<file path="src/rtl/vga_rect_scheduler.sv">
// Round-robin arbiter plus filled-rectangle rasteriser feeding the vga_adapter pixel port.
// Optional full-screen clear is built when VGA_RECT_CLEAR_EN is defined.
module vga_rect_scheduler #(
  parameter int NUM_REQ = 2,
  parameter int X_W     = 8,
  parameter int Y_W     = 7,
  parameter int C_W     = 3,
  parameter int MAX_X   = 159,
  parameter int MAX_Y   = 119
`ifdef VGA_RECT_CLEAR_EN
  , parameter logic [C_W-1:0] CLEAR_COLOUR = '0
`endif
) (
  input  logic                   clock,
  input  logic                   reset,
`ifdef VGA_RECT_CLEAR_EN
  input  logic                   clear_req,
`endif
  input  logic [NUM_REQ-1:0]     req_valid,
  output logic [NUM_REQ-1:0]     req_ready,
  input  logic [NUM_REQ*X_W-1:0] req_x,
  input  logic [NUM_REQ*Y_W-1:0] req_y,
  input  logic [NUM_REQ*X_W-1:0] req_w,
  input  logic [NUM_REQ*Y_W-1:0] req_h,
  input  logic [NUM_REQ*C_W-1:0] req_colour,
  output logic [X_W-1:0]         x,
  output logic [Y_W-1:0]         y,
  output logic [C_W-1:0]         colour,
  output logic                   plot,
  output logic                   busy,
  output logic                   done,
  output logic [1:0]             done_id
);

  typedef enum logic [1:0] {S_IDLE = 2'd0, S_DRAW = 2'd1, S_DONE = 2'd2} state_t;

  localparam logic [X_W:0]   MAX_X_L = (X_W+1)'(MAX_X);
  localparam logic [Y_W:0]   MAX_Y_L = (Y_W+1)'(MAX_Y);
  localparam logic [X_W-1:0] X_ONE   = X_W'(1);
  localparam logic [Y_W-1:0] Y_ONE   = Y_W'(1);

  state_t           state_q, state_d;
  logic [1:0]       last_grant_q, last_grant_d, id_q, id_d, done_id_q, done_id_d;
  logic [X_W-1:0]   x0_q, x0_d, w_q, w_d, col_q, col_d, x_q, x_d;
  logic [Y_W-1:0]   y0_q, y0_d, h_q, h_d, row_q, row_d, y_q, y_d;
  logic [C_W-1:0]   colr_q, colr_d, colour_q, colour_d;
  logic             plot_q, plot_d, done_q, done_d;

  logic [1:0]       grant;
  logic             found, accept, last_px, clear_hit;
  logic [X_W-1:0]   sel_x, sel_w;
  logic [Y_W-1:0]   sel_y, sel_h;
  logic [C_W-1:0]   sel_c;
  logic [X_W:0]     sum_x;
  logic [Y_W:0]     sum_y;

  // Round-robin search from last_grant+1; payload is captured from the winner.
  // Handshake: a command transfers on the edge where req_valid[i] & req_ready[i];
  // ready is only offered in IDLE, to the single winner, and may depend on valid.
  always_comb begin
    grant = '0;
    found = 1'b0;
    sel_x = '0;
    sel_y = '0;
    sel_w = '0;
    sel_h = '0;
    sel_c = '0;
    for (int k = 1; k <= NUM_REQ; k++) begin
      for (int i = 0; i < NUM_REQ; i++) begin
        if (!found && req_valid[i] && ((int'(last_grant_q) + k) % NUM_REQ == i)) begin
          found = 1'b1;
          grant = 2'(i);
          sel_x = req_x[i*X_W +: X_W];
          sel_y = req_y[i*Y_W +: Y_W];
          sel_w = req_w[i*X_W +: X_W];
          sel_h = req_h[i*Y_W +: Y_W];
          sel_c = req_colour[i*C_W +: C_W];
        end
      end
    end
`ifdef VGA_RECT_CLEAR_EN
    clear_hit = (state_q == S_IDLE) && clear_req;
`else
    clear_hit = 1'b0;
`endif
    accept  = (state_q == S_IDLE) && found && !clear_hit;
    last_px = (col_q == w_q - X_ONE) && (row_q == h_q - Y_ONE);
    req_ready = '0;
    for (int i = 0; i < NUM_REQ; i++) begin
      req_ready[i] = accept && (grant == 2'(i));
    end
  end

  always_ff @(posedge clock or negedge reset) begin
    if (!reset) begin
      state_q      <= S_IDLE;
      last_grant_q <= 2'(NUM_REQ - 1);
      id_q         <= '0;
      x0_q         <= '0;
      y0_q         <= '0;
      w_q          <= '0;
      h_q          <= '0;
      col_q        <= '0;
      row_q        <= '0;
      colr_q       <= '0;
      x_q          <= '0;
      y_q          <= '0;
      colour_q     <= '0;
      plot_q       <= 1'b0;
      done_q       <= 1'b0;
      done_id_q    <= '0;
    end else begin
      state_q      <= state_d;
      last_grant_q <= last_grant_d;
      id_q         <= id_d;
      x0_q         <= x0_d;
      y0_q         <= y0_d;
      w_q          <= w_d;
      h_q          <= h_d;
      col_q        <= col_d;
      row_q        <= row_d;
      colr_q       <= colr_d;
      x_q          <= x_d;
      y_q          <= y_d;
      colour_q     <= colour_d;
      plot_q       <= plot_d;
      done_q       <= done_d;
      done_id_q    <= done_id_d;
    end
  end

  always_comb begin
    state_d = state_q;
    case (state_q)
      S_IDLE: begin
        if (clear_hit) state_d = S_DRAW;
        else if (accept) state_d = (sel_w == '0 || sel_h == '0) ? S_DONE : S_DRAW;
      end
      S_DRAW:  if (last_px) state_d = S_DONE;
      S_DONE:  state_d = S_IDLE;
      default: state_d = S_IDLE;
    endcase
  end

  // Pixel outputs are registered from the counters of the cycle being entered,
  // so the first pixel appears the cycle after the accept edge.
  always_comb begin
    last_grant_d = last_grant_q;
    id_d         = id_q;
    x0_d         = x0_q;
    y0_d         = y0_q;
    w_d          = w_q;
    h_d          = h_q;
    col_d        = col_q;
    row_d        = row_q;
    colr_d       = colr_q;
    x_d          = x_q;
    y_d          = y_q;
    colour_d     = colour_q;
    plot_d       = 1'b0;
    done_d       = 1'b0;
    done_id_d    = done_id_q;
    if (clear_hit) begin
`ifdef VGA_RECT_CLEAR_EN
      x0_d   = '0;
      y0_d   = '0;
      w_d    = X_W'(MAX_X + 1);
      h_d    = Y_W'(MAX_Y + 1);
      colr_d = CLEAR_COLOUR;
      id_d   = '0;
      col_d  = '0;
      row_d  = '0;
`endif
    end else if (accept) begin
      x0_d         = sel_x;
      y0_d         = sel_y;
      w_d          = sel_w;
      h_d          = sel_h;
      colr_d       = sel_c;
      id_d         = grant;
      last_grant_d = grant;
      col_d        = '0;
      row_d        = '0;
    end else if (state_q == S_DRAW && !last_px) begin
      if (col_q == w_q - X_ONE) begin
        col_d = '0;
        row_d = row_q + Y_ONE;
      end else begin
        col_d = col_q + X_ONE;
      end
    end
    // One extra bit keeps off-screen pixels from wrapping onto column/row 0.
    sum_x = {1'b0, x0_d} + {1'b0, col_d};
    sum_y = {1'b0, y0_d} + {1'b0, row_d};
    if (state_d == S_DRAW) begin
      x_d      = sum_x[X_W-1:0];
      y_d      = sum_y[Y_W-1:0];
      colour_d = colr_d;
      plot_d   = (sum_x <= MAX_X_L) && (sum_y <= MAX_Y_L);
    end
    if (state_d == S_DONE) begin
      done_d    = 1'b1;
      done_id_d = id_d;
    end
  end

  assign x       = x_q;
  assign y       = y_q;
  assign colour  = colour_q;
  assign plot    = plot_q;
  assign done    = done_q;
  assign done_id = done_id_q;
  assign busy    = (state_q != S_IDLE);

endmodule

</file>
<file path="config.mk">
export PLATFORM = sky130hd
export DESIGN_NAME = vga_rect_scheduler
export DESIGN_NICKNAME = d
export VERILOG_FILES = /design/src/rtl/vga_rect_scheduler.sv
export SDC_FILE = /design/constraint.sdc
export NUM_CORES = 1
export LEC_CHECK = 0
export ABC_CLOCK_PERIOD_IN_PS = 6650
export CORE_UTILIZATION = 55
export CTS_BUF_LIST = sky130_fd_sc_hd__clkbuf_16
export CTS_CLUSTER_DIAMETER = 80
export CTS_CLUSTER_SIZE = 20
export DETAILED_ROUTE_END_ITERATION = 16
export HOLD_SLACK_MARGIN = 0.05
export PLACE_DENSITY = 0.88
export SETUP_SLACK_MARGIN = 0.15
export SLEW_MARGIN = 40
export SYNTH_ARGS = -nofsm -noshare
export SYNTH_HDL_FRONTEND = slang
export SYNTH_SLANG_ARGS = --single-unit
</file>
<file path="constraint.sdc">
create_clock -name clock -period 6.65 [get_ports clock]
set_input_delay 0.665 -clock clock [delete_from_list [all_inputs] [get_ports clock]]
set_output_delay 0.665 -clock clock [all_outputs]
set_load 0.02 [all_outputs]
</file>
## Word-level counts from Yosys, hierarchy flattened

Cells that the tools add are included.

| word-level totals | value |
|---|---|
| bits in registers | 75 |
| input port bits | 70 |
| output and inout bits | 25 |
| word-level logic and storage cells | 104 |

| operators by class | value |
|---|---|
| add/subtract/negate cells | 8 |
| reduce and logical (&&, ||, !) cells | 25 |
| bitwise logic cells | 2 |
| eq/ne operators | 8 |
| multiplexer cells | 43 |
| magnitude comparators | 2 |

Operators by type and width:

| kind | count |
|---|---|
| $mux W8 | 12 |
| $mux W7 | 12 |
| $logic_not A32 Y1 | 2 |
| $mux W3 | 5 |
| $logic_and A1 B1 Y1 | 13 |
| $mux W2 | 6 |
| $add A8 B8 Y9 | 1 |
| $le A9 B8 Y1 const B | 1 |
| $add A7 B7 Y8 | 1 |
| $add A8 B1 Y8 const B | 1 |
| $eq A8 B8 Y1 | 1 |
| $le A8 B7 Y1 const B | 1 |
| $logic_not A8 Y1 | 1 |
| $sub A8 B1 Y8 const B | 1 |
| $add A7 B1 Y7 const B | 1 |
| $eq A7 B7 Y1 | 1 |
| $logic_not A7 Y1 | 1 |
| $mux W1 | 7 |
| $sub A7 B1 Y7 const B | 1 |
| $eq A2 B1 Y1 const B | 3 |
| $eq A2 B2 Y1 const B | 3 |
| $logic_not A1 Y1 | 4 |
| $logic_not A2 Y1 | 2 |
| $pmux W2 S2 | 1 |
| other kinds (4) | 6 |

## Depth between registers and ports, before layout

Gate-level depths: netlist of the first run.

| logic depth | value |
|---|---|
| word-level depth | 24 |
| depth in mapped cells | 19 |
| depth with buffers taken out | 19 |

## Worst setup path after synthesis of the first run

No wires, ideal clock.

| path | value |
|---|---|
| path type | input to register |
| start point | in req_valid[0] |
| end point | reg plot_q (netlist: plot) |
| path buffers | 4 |
| slack | 2.458 ns |
| library setup time | 0.121 ns |
| data required time | 6.529 ns |
| stages | 16 |
| arrival time | 4.071 ns |
| cells stage by stage | buf_2 a21boi_0 clkbuf_1 and2_1 clkbuf_1 clkbuf_1 a22oi_1 nand2_1 ha_1 a211oi_1 nor2_1 or4_1 a31oi_1 xnor2_1 o21ai_0 and4b_1 |

| on the way | value |
|---|---|
| elaborated cells between the ends (all ways) | 48 |
| classes of those cells | add/sub (2); order compare (2); eq/ne (1); mux (28); reduce/logical (15) |

RTL lines:

| what | line | source |
|---|---|---|
| from (decl) | 19 | `input logic [NUM_REQ-1:0] req_valid,` |
| $logic_and A1 B1 Y1 | 70 | `if (!found && req_valid[i] && ((int'(last_grant_q) + k) % NUM_REQ == i)) begin` |
| $mux W1 | 70 |  |
| $logic_not A1 Y1 | 70 |  |
| $logic_and A1 B1 Y1 (2 in series) | 70 |  |
| $mux W1 | 70 |  |
| $logic_not A1 Y1 | 70 |  |
| $logic_and A1 B1 Y1 (2 in series) | 70 |  |
| $mux W1 | 70 |  |
| [... 4 more ...] | n/a |  |
| $logic_and A1 B1 Y1 | 86 | `accept = (state_q == S_IDLE) && found && !clear_hit;` |
| $mux W8 (*) | 174 | `end else if (accept) begin` |
| net x0_d[1] | 44 | `logic [X_W-1:0] x0_q, x0_d, w_q, w_d, col_q, col_d, x_q, x_d;` |
| $add A8 B8 Y9 (*) | 193 | `sum_x = {1'b0, x0_d} + {1'b0, col_d};` |
| $le A9 B8 Y1 (*) | 199 | `plot_d = (sum_x <= MAX_X_L) && (sum_y <= MAX_Y_L);` |
| $logic_and A1 B1 Y1 (*) | 199 |  |
| $mux W1 (*) | 195 | `if (state_d == S_DRAW) begin` |
| net plot_d | 47 | `logic plot_q, plot_d, done_q, done_d;` |
| to (signal assigned) | 126 | `plot_q <= plot_d;` |
| to (decl) | 47 |  |

The timed path passes the listed nets; every way through them passes the cells marked *.
A chain may end at the register's enable or synchronous reset.

## Worst setup path in the final report of the first run

| path | value |
|---|---|
| start point | reg h_q[0] |
| end point | reg plot_q (netlist: plot) |

| on the way | value |
|---|---|
| longest elaborated chain between the ends | 11 |
| elaborated cells between the ends (all ways) | 18 |
| classes of those cells | add/sub (3); order compare (2); eq/ne (2); mux (7); reduce/logical (4) |

RTL lines:

| what | line | source |
|---|---|---|
| from (decl) | 45 | `logic [Y_W-1:0] y0_q, y0_d, h_q, h_d, row_q, row_d, y_q, y_d;` |
| from (signal assigned) | 102 | `h_q <= '0;` |
| from (signal assigned) | 119 | `h_q <= h_d;` |
| $sub A7 B1 Y7 | 87 | `last_px = (col_q == w_q - X_ONE) && (row_q == h_q - Y_ONE);` |
| $eq A7 B7 Y1 | 87 |  |
| $logic_and A1 B1 Y1 | 87 |  |
| $logic_not A1 Y1 | 184 | `end else if (state_q == S_DRAW && !last_px) begin` |
| $logic_and A1 B1 Y1 | 184 |  |
| $mux W8 | 184 |  |
| $mux W8 | 174 |  |
| net col_d[1] | 44 |  |
| $add A8 B8 Y9 | 193 |  |
| $le A9 B8 Y1 | 199 |  |
| $logic_and A1 B1 Y1 | 199 |  |
| $mux W1 | 195 |  |
| net plot_d | 47 |  |

The timed path passes the listed nets, and every way through them passes these cells.

==> results of run 1 <==
[state kept, by name, summed over array words and instances (netlist names)]
name	cells
colour	3
w_q	8
last_grant_q	1
x0_q	8
done_id	2
x	8
y0_q	7
y	7
colr_q	3
id_q	2
col_q	8
state_q	2
plot	1
h_q	7
row_q	7
done	1
[cell type report]
cell class              instances  area share [%]
clock inverters                 7          0.7898
flip-flops and latches         75           32.93
well taps                     102           2.238
clock buffers                   9           3.949
inverters                      14          0.9215
multi-input cells             346           42.04
repair buffers                 99           17.13
[metal layers]
layer / wire length [um] / vias up / share of wire (%)
li1: - / 1837 / -
met1: 4878 / 1923 / 42
met2: 5750 / 160 / 50
met3: 655 / 21 / 5.7
met4: 216 / 0 / 1.9
met5: 0 / - / 0
[logic make-up after synthesis]
family	after synthesis	share of synthesized area (%)
multiplexers	22	5.442
AO/OA/AOI/OAI	111	17.91
flip-flops	75	42.55
XOR/XNOR	29	6.094
buffers and inverters	35	3.344
adder cells (fa/ha/maj)	21	6.293
AND/OR/NAND/NOR	163	18.37
[worst paths after layout]
check	cells after the start	endpoint	slack, ns
max	17	plot	2.09
min	2	id_q[1]	0.44
max in group asynchronous	2	row_q[3]	5.72
min in group clock	2	y0_q[4]	0.48
max reg2reg	17	plot	2.09
min reg2reg	2	y0_q[4]	0.48
[through the flow]
step           hold slack, ns  cells
3_5_place_dp           0.4637    636
3_3_place_gp           0.4528    636
2_1_floorplan          0.3694    456
4_1_cts                0.4778    652
5_1_grt                0.4984    652
6_report               0.4354    652
[where the power goes]
part | total, W | switching [W] | internal [W]
combinational | 0.00117 | 0.000643 | 0.000529
sequential | 0.000789 | 0.000145 | 0.000643
clock | 0.000441 | 0.000190 | 0.000251
total | 0.00240 | 0.000978 | 0.00142
[critical path, stage by stage (launching register included)]
cell and delay, ns:
dfrtp_1 0.44, inv_1 0.09, ha_1 0.29, o21bai_1 0.18, a211oi_1 0.31, a211oi_2 0.11, nor4_4 0.52, nand3b_1 0.22
nand2_1 0.19, nor2_1 0.32, ha_1 0.30, a211oi_1 0.24, nor2_1 0.11, or4_1 0.44, a31oi_1 0.23, xnor2_1 0.17
o21ai_0 0.11, and4b_1 0.18
[placed cells by master (no fill, tap or decap), drive strengths merged, types with 13 or more instances in the layout]
cell type / Yosys / routed
clkdlybuf4s50: 0 / 93
dfrtp: 74 / 74
nand2: 53 / 53
nor2: 40 / 40
o21ai: 20 / 20
ha: 19 / 19
a21oi: 19 / 19
a22oi: 16 / 16
inv: 14 / 16
mux2: 16 / 16
xnor2: 15 / 15
xor2: 13 / 13
a221oi: 13 / 13
==> impl_metrics.env, run 1 <==
export IMPL_status="completed"
export IMPL_postPlaceCellArea_sq_mm=0.005433
export IMPL_synth_cell_type_count=68
export IMPL_met1_usage_pct=36.73
export IMPL_drc=0
export IMPL_hpwl_mm=8.370
export IMPL_cts_buffers=9
export IMPL_clk_pin_slew_ns=0.06
export IMPL_routed_wl_mm=11.50
export IMPL_tightestPinTransition_ns=0.8217
export IMPL_holdBufCountCts=0
export IMPL_cts_root_buffer="clkbuf_16"
export IMPL_crit_required_ns=6.87
export IMPL_track_usage_pct=29.23
export IMPL_clock_sinks=75
export IMPL_yosysSeqAreaShare_pct=42.55
export IMPL_die_w_um=91.59
export IMPL_ys_warn_count=0
export IMPL_grt_pass1_wl_mm=19.20
export IMPL_drt_vias_per_instance=6.044
export IMPL_dr_pass1_iters=5
export IMPL_dieHeight_um=91.59
export IMPL_syn_avg_cell_area_sq_um=9.680
export IMPL_core_rowCount=32
export IMPL_synth_top_flop_cell="dfrtp_1"
export IMPL_worstHoldPathType="primary input to async pin"
export IMPL_worst_setup_path_type="register to register"
export IMPL_cp_start_kind="register"
export IMPL_netlist_instances=456
export IMPL_io_pins=95
export IMPL_use_met3_pct=6.114
export IMPL_powerDensity_mw_per_mm2=421.2
export IMPL_yosys_area_top_type="dfrtp_1"
export IMPL_gr_total_overflow=0
export IMPL_end_kind="register"
export IMPL_synth_fp_nets=547
export IMPL_final_hold_viol_count=0
export IMPL_grt_max_degree=76
export IMPL_avgRoutedWirePerCell_um=17.64
export IMPL_core_area_sq_mm=0.007727
export IMPL_nNetsFinal=636
export IMPL_port_buffers=94
export IMPL_reg2reg_from="h_q[0]"
export IMPL_total_power_w=0.002402
export IMPL_synthArstFlopShare_pct=100.0
export IMPL_initial_core_util_pct=57.12
export IMPL_area_growth_pct=29.20
export IMPL_worstPathArrival_ns=4.78
export IMPL_slew_violations=0
export IMPL_cts_resized=0
export IMPL_skew_ns=0.004908
export IMPL_register_area_sq_mm=0.001878
export IMPL_fin_ws_ns=2.091
export IMPL_fmax_ghz=0.2194
export IMPL_clockBufferDepth=2
export IMPL_gr_usage_met2_pct=49.81
export IMPL_rsz0062_at_grt="no"
export IMPL_cts_tree="yes"
export IMPL_drive_above_1_share_pct=6.545
export IMPL_ant_nets=0
export IMPL_relSlewSlack_pct=45.19
export IMPL_power_leakage_nw=2.509
export IMPL_final_design_area_no_fill_sq_mm=0.005703
export IMPL_htreeDepth=3
export IMPL_max_cap_viol_count=0
export IMPL_utilization_pct=73.80
export IMPL_preCtsSetupSlack_ns=2.146
export IMPL_irDropWorstVdd_uv=282.6
export IMPL_synth_top_area_share_pct=41.95
export IMPL_vias=3941
export IMPL_synth_edff_count=0
export IMPL_cts_setup_buffers=0
export IMPL_finalSetupTns_ns=0
export IMPL_top_usage_layer="met2"
export IMPL_multi_input_area_sq_mm=0.002397
export IMPL_crit_fanout=9
export IMPL_fin_crit_ns=4.559
export IMPL_gp_congestion=0.9035
export IMPL_yosys_top_cells_area="dfrtp_1 42%, ha_1 5.4%, nand2_1 4.5%, mux2_1 3.8%, nor2_1 3.3%"
export IMPL_ys_ff_latch=75
export IMPL_antennaDiodeCount=0
export IMPL_die_area_sq_mm=0.008388
export IMPL_synthTopCellsByCount="74 x dfrtp_1, 53 x nand2_1, 39 x nor2_1, 20 x o21ai_0, 19 x ha_1"
export IMPL_finalSetupViolCount=0
export IMPL_worstSkewPairLatency_ns=0.33
export IMPL_synth_most_common_cell="dfrtp_1"
export IMPL_synth_area_sq_mm=0.004414
export IMPL_setup_worst_path_start="h_q[0]"
export IMPL_drt_first_iter_violations=332
export IMPL_fill_cells=523
export IMPL_antenna_found_initial=0
export IMPL_period_share_pct=68.55
export IMPL_grt_pass1_vias=4068
No activity file was read; power rests on OpenSTA's default activity.
==> run 2, diff against run 1 <==
--- a/config.mk
+++ b/config.mk
@@ -5,14 +5,14 @@
 export SDC_FILE = /design/constraint.sdc
 export NUM_CORES = 1
 export LEC_CHECK = 0
-export ABC_CLOCK_PERIOD_IN_PS = 6650
-export CORE_UTILIZATION = 55
+export ABC_CLOCK_PERIOD_IN_PS = 3750
+export CORE_UTILIZATION = 46
 export CTS_BUF_LIST = sky130_fd_sc_hd__clkbuf_16
 export CTS_CLUSTER_DIAMETER = 80
 export CTS_CLUSTER_SIZE = 20
 export DETAILED_ROUTE_END_ITERATION = 16
 export HOLD_SLACK_MARGIN = 0.05
-export PLACE_DENSITY = 0.88
+export PLACE_DENSITY = 0.78
 export SETUP_SLACK_MARGIN = 0.15
 export SLEW_MARGIN = 40
 export SYNTH_ARGS = -nofsm -noshare
==> constraint.sdc (replaced) <==
create_clock -name clock -period 3.75 [get_ports clock]
set_input_delay 0.375 -clock clock [delete_from_list [all_inputs] [get_ports clock]]
set_output_delay 0.375 -clock clock [all_outputs]
set_load 0.02 [all_outputs]
==> run 2 against run 1 <==
  * Sequential power grew 75%
  * The run now ends with setup timing left
  * Worst hold slack lost 0.40 ns
  * Final cell count increased by 16%
==> impl_metrics.env, run 2 (synthesized netlist as in run 1, its figures left out) <==
export IMPL_core_area_sq_mm=0.009284
export IMPL_met2_length_mm=7.039
export IMPL_end_kind="register"
export IMPL_final_design_area_no_fill_sq_mm=0.006794
export IMPL_worstSkewPairLatency_ns=0.34
export IMPL_powerDensity_mw_per_mm2=784.6
export IMPL_clk_pin_slew_ns=0.06
export IMPL_ff2ff_setup_slack_ns=-0.24
export IMPL_area_growth_pct=53.91
export IMPL_multi_input_area_sq_mm=0.002808
export IMPL_violations="setup timing"
export IMPL_reg2reg_from="h_q[0]"
export IMPL_fin_crit_ns=3.988
export IMPL_dr_max_layer_used="met4"
export IMPL_rsz0062_at_grt="yes"
export IMPL_utilization_pct=73.18
export IMPL_final_hold_viol_count=0
export IMPL_power_leakage_nw=2.960
export IMPL_crit_required_ns=3.97
export IMPL_cts_root_buffer="clkbuf_16"
export IMPL_avgRoutedWirePerCell_um=18.73
export IMPL_worst_setup_path_type="register to register"
export IMPL_r2r_cells=20
export IMPL_grt_pass1_vias=4350
export IMPL_status="finished with violations"
export IMPL_register_area_sq_mm=0.001883
export IMPL_gp_congestion=0.8281
export IMPL_cp_start_kind="register"
export IMPL_dr_pass1_iters=5
export IMPL_finalSetupViolCount=5
export IMPL_max_cap_viol_count=0
export IMPL_skew_ns=0.01067
export IMPL_wl_met1_mm=5.683
export IMPL_irDropWorstVdd_uv=429.4
export IMPL_cts_buffers=9
export IMPL_fill_cells=630
export IMPL_core_rowCount=35
export IMPL_mostFrequentLayoutCell="clkdlybuf4s50_1"
export IMPL_dieHeight_um=99.96
export IMPL_port_buffers=94
export IMPL_io_pins=95
export IMPL_tightestPinTransition_ns=0.6814
export IMPL_ant_nets=0
export IMPL_drt_first_iter_violations=292
export IMPL_routed_wl_mm=14.12
export IMPL_period_share_pct=106.3
export IMPL_antenna_found_initial=0
export IMPL_grt_pass1_wl_mm=20.65
export IMPL_fin_ws_ns=-0.2376
export IMPL_total_power_w=0.005330
export IMPL_final_cell_mix="93 x clkdlybuf4s50_1, 71 x buf_4, 70 x dfrtp_1"
export IMPL_whs_ns=0.03721
export IMPL_wl_met3_um=844
export IMPL_nNetsFinal=711
export IMPL_slew_violations=0
export IMPL_postPlaceCellArea_sq_mm=0.005922
export IMPL_antennaDiodeCount=0
export IMPL_drc=0
export IMPL_drt_vias_per_instance=5.777
export IMPL_cts_tree="yes"
export IMPL_htreeDepth=3
export IMPL_clockBufferDepth=2
export IMPL_track_usage_pct=26.56
export IMPL_grt_max_degree=76
export IMPL_hpwl_mm=8.972
export IMPL_gr_total_overflow=0
export IMPL_worstPathArrival_ns=4.21
export IMPL_fmax_ghz=0.2508
export IMPL_relSlewSlack_pct=54.57
export IMPL_die_area_sq_mm=0.009992
export IMPL_die_w_um=99.96
export IMPL_holdBufCountCts=0
export IMPL_crit_fanout=6
export IMPL_drive_above_1_share_pct=29.76
export IMPL_rr_endpoint="plot"
export IMPL_vias=4356
export IMPL_worstHoldPathType="primary input to async pin"
export IMPL_initial_core_util_pct=47.55
export IMPL_clock_sinks=75
## run 2: cell types whose count changed in the layout (fill, tap and decap cells not counted), sizes merged
cell and change:
clkinvlp +1, inv +1, buf +75, clkinv -2
## run 2: how the worst max path moves through the flow
stage	startpoint	endpoint	slack, ns	cells past startpoint
finish	h_q[0]	plot	-0.24	20
global route	h_q[0]	plot	-0.31	20
CTS	w_q[1]	plot	-0.04	19
detailed placement	w_q[0]	plot	-0.32	18
global placement	h_q[0]	plot	-0.13	19
floorplan	h_q[0]	plot	0.16	18
## run 2: through the flow
| step | setup slack [ns] | setup TNS, ns | instances |
|---|---|---|---|
| 2_1_floorplan | 0.1639 | 0 | 456 |
| 5_1_grt | -0.3127 | -1.112 | 754 |
| 3_5_place_dp | -0.3212 | -0.7213 | 716 |
| 3_3_place_gp | -0.1314 | -0.1814 | 716 |
| 4_1_cts | -0.04252 | -0.04252 | 745 |
| 6_report | -0.2376 | -0.6863 | 754 |
## run 2: worst max-delay path, stage by stage (launching register included)
cell,delay (ns)
dfrtp_2,0.44
inv_2,0.09
ha_4,0.16
buf_4,0.12
xor2_1,0.19
nor2_1,0.07
o31ai_2,0.34
nor4_4,0.07
buf_4,0.17
nand3b_1,0.26
nand2_4,0.17
nor2_4,0.07
ha_4,0.16
buf_4,0.13
a211oi_2,0.25
nor2_2,0.06
or4_1,0.40
a31oi_1,0.22
xnor2_1,0.18
o21ai_1,0.11
and4b_1,0.21
## run 2: layer usage
metal / track usage, % / vias to the layer above
met2: 46.58 / 192
met3: 5.014 / 48
li1: - / 1983
met5: 0 / -
met4: 9.502 / 0
met1: 32.66 / 2133
## run 2: repair_timing
item / in CTS / in global routing
buffers inserted: 13 / 9
cloned: 0 / 0
resized for setup: 56 / 40
endpoints found under the setup margin: 7 / 9
pin swaps: 27 / 45
## run 2: power breakdown
| group | leakage (nW) | switching, W | total [W] | internal [W] |
|---|---|---|---|---|
| combinational | 1.90 | 0.00156 | 0.00314 | 0.00158 |
| sequential | 0.928 | 0.000239 | 0.00138 | 0.00115 |
| clock | 0.130 | 0.000352 | 0.000803 | 0.000451 |
| total | 2.96 | 0.00215 | 0.00533 | 0.00318 |
## run 2: final cells by class
cell class              count  share of cell area (%)
inverters                  14                  0.7735
well taps                 129                   2.376
clock inverters             7                  0.7735
flip-flops and latches     75                   27.72
multi-input cells         346                   41.33
repair buffers            174                   23.72
clock buffers               9                   3.315
==> run 3, diff against run 2 <==
--- a/config.mk
+++ b/config.mk
@@ -8,10 +8,11 @@
 export ABC_CLOCK_PERIOD_IN_PS = 3750
 export CORE_UTILIZATION = 46
 export CTS_BUF_LIST = sky130_fd_sc_hd__clkbuf_16
-export CTS_CLUSTER_DIAMETER = 80
+export CTS_CLUSTER_DIAMETER = 60
 export CTS_CLUSTER_SIZE = 20
 export DETAILED_ROUTE_END_ITERATION = 16
 export HOLD_SLACK_MARGIN = 0.05
+export MAX_ROUTING_LAYER = met4
 export PLACE_DENSITY = 0.78
 export SETUP_SLACK_MARGIN = 0.15
 export SLEW_MARGIN = 40
==> run 3 against run 2 <==
  * The flow still finishes with violations (setup timing)
  * Final cell count decreased by 0.66%
  * Sequential share of layout area up 0.53 points
  * Utilization fell by 1.5 points
  * Die area unchanged
  * Sequential power about the same
  * Fmax is 3.9% higher
  * Power decreased by 3.5%
  * Critical path depth shrank 4
  * Critical path type unchanged
==> impl_metrics.env, run 3 (synthesized netlist as in run 1, its figures left out) <==
export IMPL_drive_above_1_share_pct=27.58
export IMPL_antenna_found_initial=0
export IMPL_worstSkewPairLatency_ns=0.34
export IMPL_whs_ns=0.05919
export IMPL_power_leakage_nw=2.909
export IMPL_grt_pass1_wl_mm=20.86
export IMPL_track_usage_pct=27.79
export IMPL_routed_wl_mm=13.63
export IMPL_cts_buffers=9
export IMPL_gr_total_overflow=0
export IMPL_ant_nets=0
export IMPL_core_rowCount=35
export IMPL_grt_pass1_vias=4365
export IMPL_crit_required_ns=4.02
export IMPL_final_cell_mix="93 x clkdlybuf4s50_1, 72 x dfrtp_1, 70 x buf_4"
export IMPL_antennaDiodeCount=0
export IMPL_fin_ws_ns=-0.08933
export IMPL_dr_pass1_iters=5
export IMPL_cp_top_family="simple AND/OR/NAND/NOR gates"
export IMPL_end_kind="register"
export IMPL_preCtsSetupSlack_ns=-0.1903
export IMPL_violations="setup timing"
export IMPL_final_hold_viol_count=0
export IMPL_path_buf_inv=2
export IMPL_mostFrequentLayoutCell="clkdlybuf4s50_1"
export IMPL_avgRoutedWirePerCell_um=18.20
export IMPL_gp_congestion=0.8337
export IMPL_io_pins=95
export IMPL_cp_start_kind="register"
export IMPL_clk_pin_slew_ns=0.06
export IMPL_htreeDepth=3
export IMPL_skew_ns=0.008446
export IMPL_crit_chain="inv_2, ha_4, xor2_1, o211ai_1, a211oi_2, o211a_4, nand3b_1, buf_4, or3_1, a21oi_2, ha_1, or3_4, nand3_1, nor3_1, a2111oi_0, and4b_1"
export IMPL_fmax_ghz=0.2605
export IMPL_rsz0062_at_grt="yes"
export IMPL_powerDensity_mw_per_mm2=772.8
export IMPL_clock_sinks=75
export IMPL_cts_root_buffer="clkbuf_16"
export IMPL_drt_vias_per_instance=5.693
export IMPL_crit_fanout=6
export IMPL_worstPathArrival_ns=4.11
export IMPL_clockBufferDepth=2
export IMPL_hpwl_mm=8.782
export IMPL_nNetsFinal=707
export IMPL_core_area_sq_mm=0.009284
export IMPL_irDropWorstVdd_uv=482.6
export IMPL_fin_crit_ns=3.839
export IMPL_drc=0
export IMPL_cts_tree="yes"
export IMPL_port_buffers=94
export IMPL_slew_violations=0
export IMPL_max_cap_viol_count=0
export IMPL_holdBufCountCts=0
export IMPL_tightestPinTransition_ns=0.6884
export IMPL_relSlewSlack_pct=54.11
export IMPL_total_power_w=0.005145
export IMPL_slowest_stage="dfrtp_1"
export IMPL_area_growth_pct=50.82
export IMPL_die_w_um=99.96
export IMPL_grt_max_degree=76
export IMPL_critPathMaxStageDelay_ns=0.40
export IMPL_vias=4264
export IMPL_fill_cells=639
export IMPL_die_area_sq_mm=0.009992
export IMPL_finalSetupViolCount=3
export IMPL_period_share_pct=102.4
export IMPL_status="finished with violations"
export IMPL_initial_core_util_pct=47.55
export IMPL_dieHeight_um=99.96
export IMPL_worstHoldPathType="primary input to async pin"
export IMPL_worst_setup_path_type="register to register"
export IMPL_drt_first_iter_violations=262
## run 3: cell count changes in the layout (fill, tap and decap cells not counted), sizes merged
cell	delta
buf	-4
clkinvlp	-3
inv	-2
clkinv	+3
bufinv	+1
## run 3: power breakdown
| part | internal (W) | switching (W) |
|---|---|---|
| Sequential | 0.00114 | 0.000240 |
| Combinational | 0.00146 | 0.00145 |
| Clock | 0.000513 | 0.000345 |
| Total | 0.00311 | 0.00203 |
## run 3: path summary, 6_finish.rpt
kind                          from       to  slack (ns)  cells past startpoint
max                         w_q[1]     plot       -0.09                     16
min                          reset  id_q[1]        0.06                      1
max reg2reg                 w_q[1]     plot       -0.09                     16
min reg2reg                id_q[0]  id_q[0]        0.47                      1
max in group asynchronous    reset   h_q[0]        3.20                      1
min in group clock         id_q[0]  id_q[0]        0.47                      1
## run 3: timing repair
action / CTS / global route
setup buffers: 12 / 7
pin swaps: 44 / 14
endpoints found under the setup margin: 6 / 8
gates resized for setup: 56 / 22
## run 3: routing by layer
| layer | part of all wire [%] | GRT usage [%] |
|---|---|---|
| met1 | 42 | 32.86 |
| met5 | 0 | - |
| met2 | 50 | 46.79 |
| met3 | 5.8 | 4.735 |
| met4 | 2.1 | 12.10 |
## run 3: layout make-up
cell class	count	area (sq um)	area share, %
clock buffers	9	225.2	3.383
inverters	14	52.55	0.7893
clock inverters	6	66.31	0.9961
well taps	129	161.4	2.424
flip-flops and latches	75	1881	28.25
repair buffers	170	1562	23.45
multi-input cells	346	2710	40.71
## run 3: worst register-to-register path, delay by kind of cell, from the launching register on
family | cells | cell delay [ns]
adder cells (fa/ha/maj) | 2 | 0.54
buffers and inverters | 2 | 0.23
AND/OR/NAND/NOR | 6 | 1.33
XOR/XNOR | 1 | 0.14
flip-flops | 1 | 0.40
AO/OA/AOI/OAI | 5 | 1.14
## run 3: per-stage QoR
stage | area, sq um | cells | utilization, % | setup TNS (ns)
finish | 6658 | 749 | 71.71 | -0.1997
global route | 6658 | 749 | 71.71 | -1.126
CTS | 6510 | 742 | 70.12 | -0.03630
detailed placement | 5914 | 715 | 63.71 | -0.3508
global placement | 5911 | 715 | 63.67 | -0.1895
floorplan | 4442 | 456 | - | 0
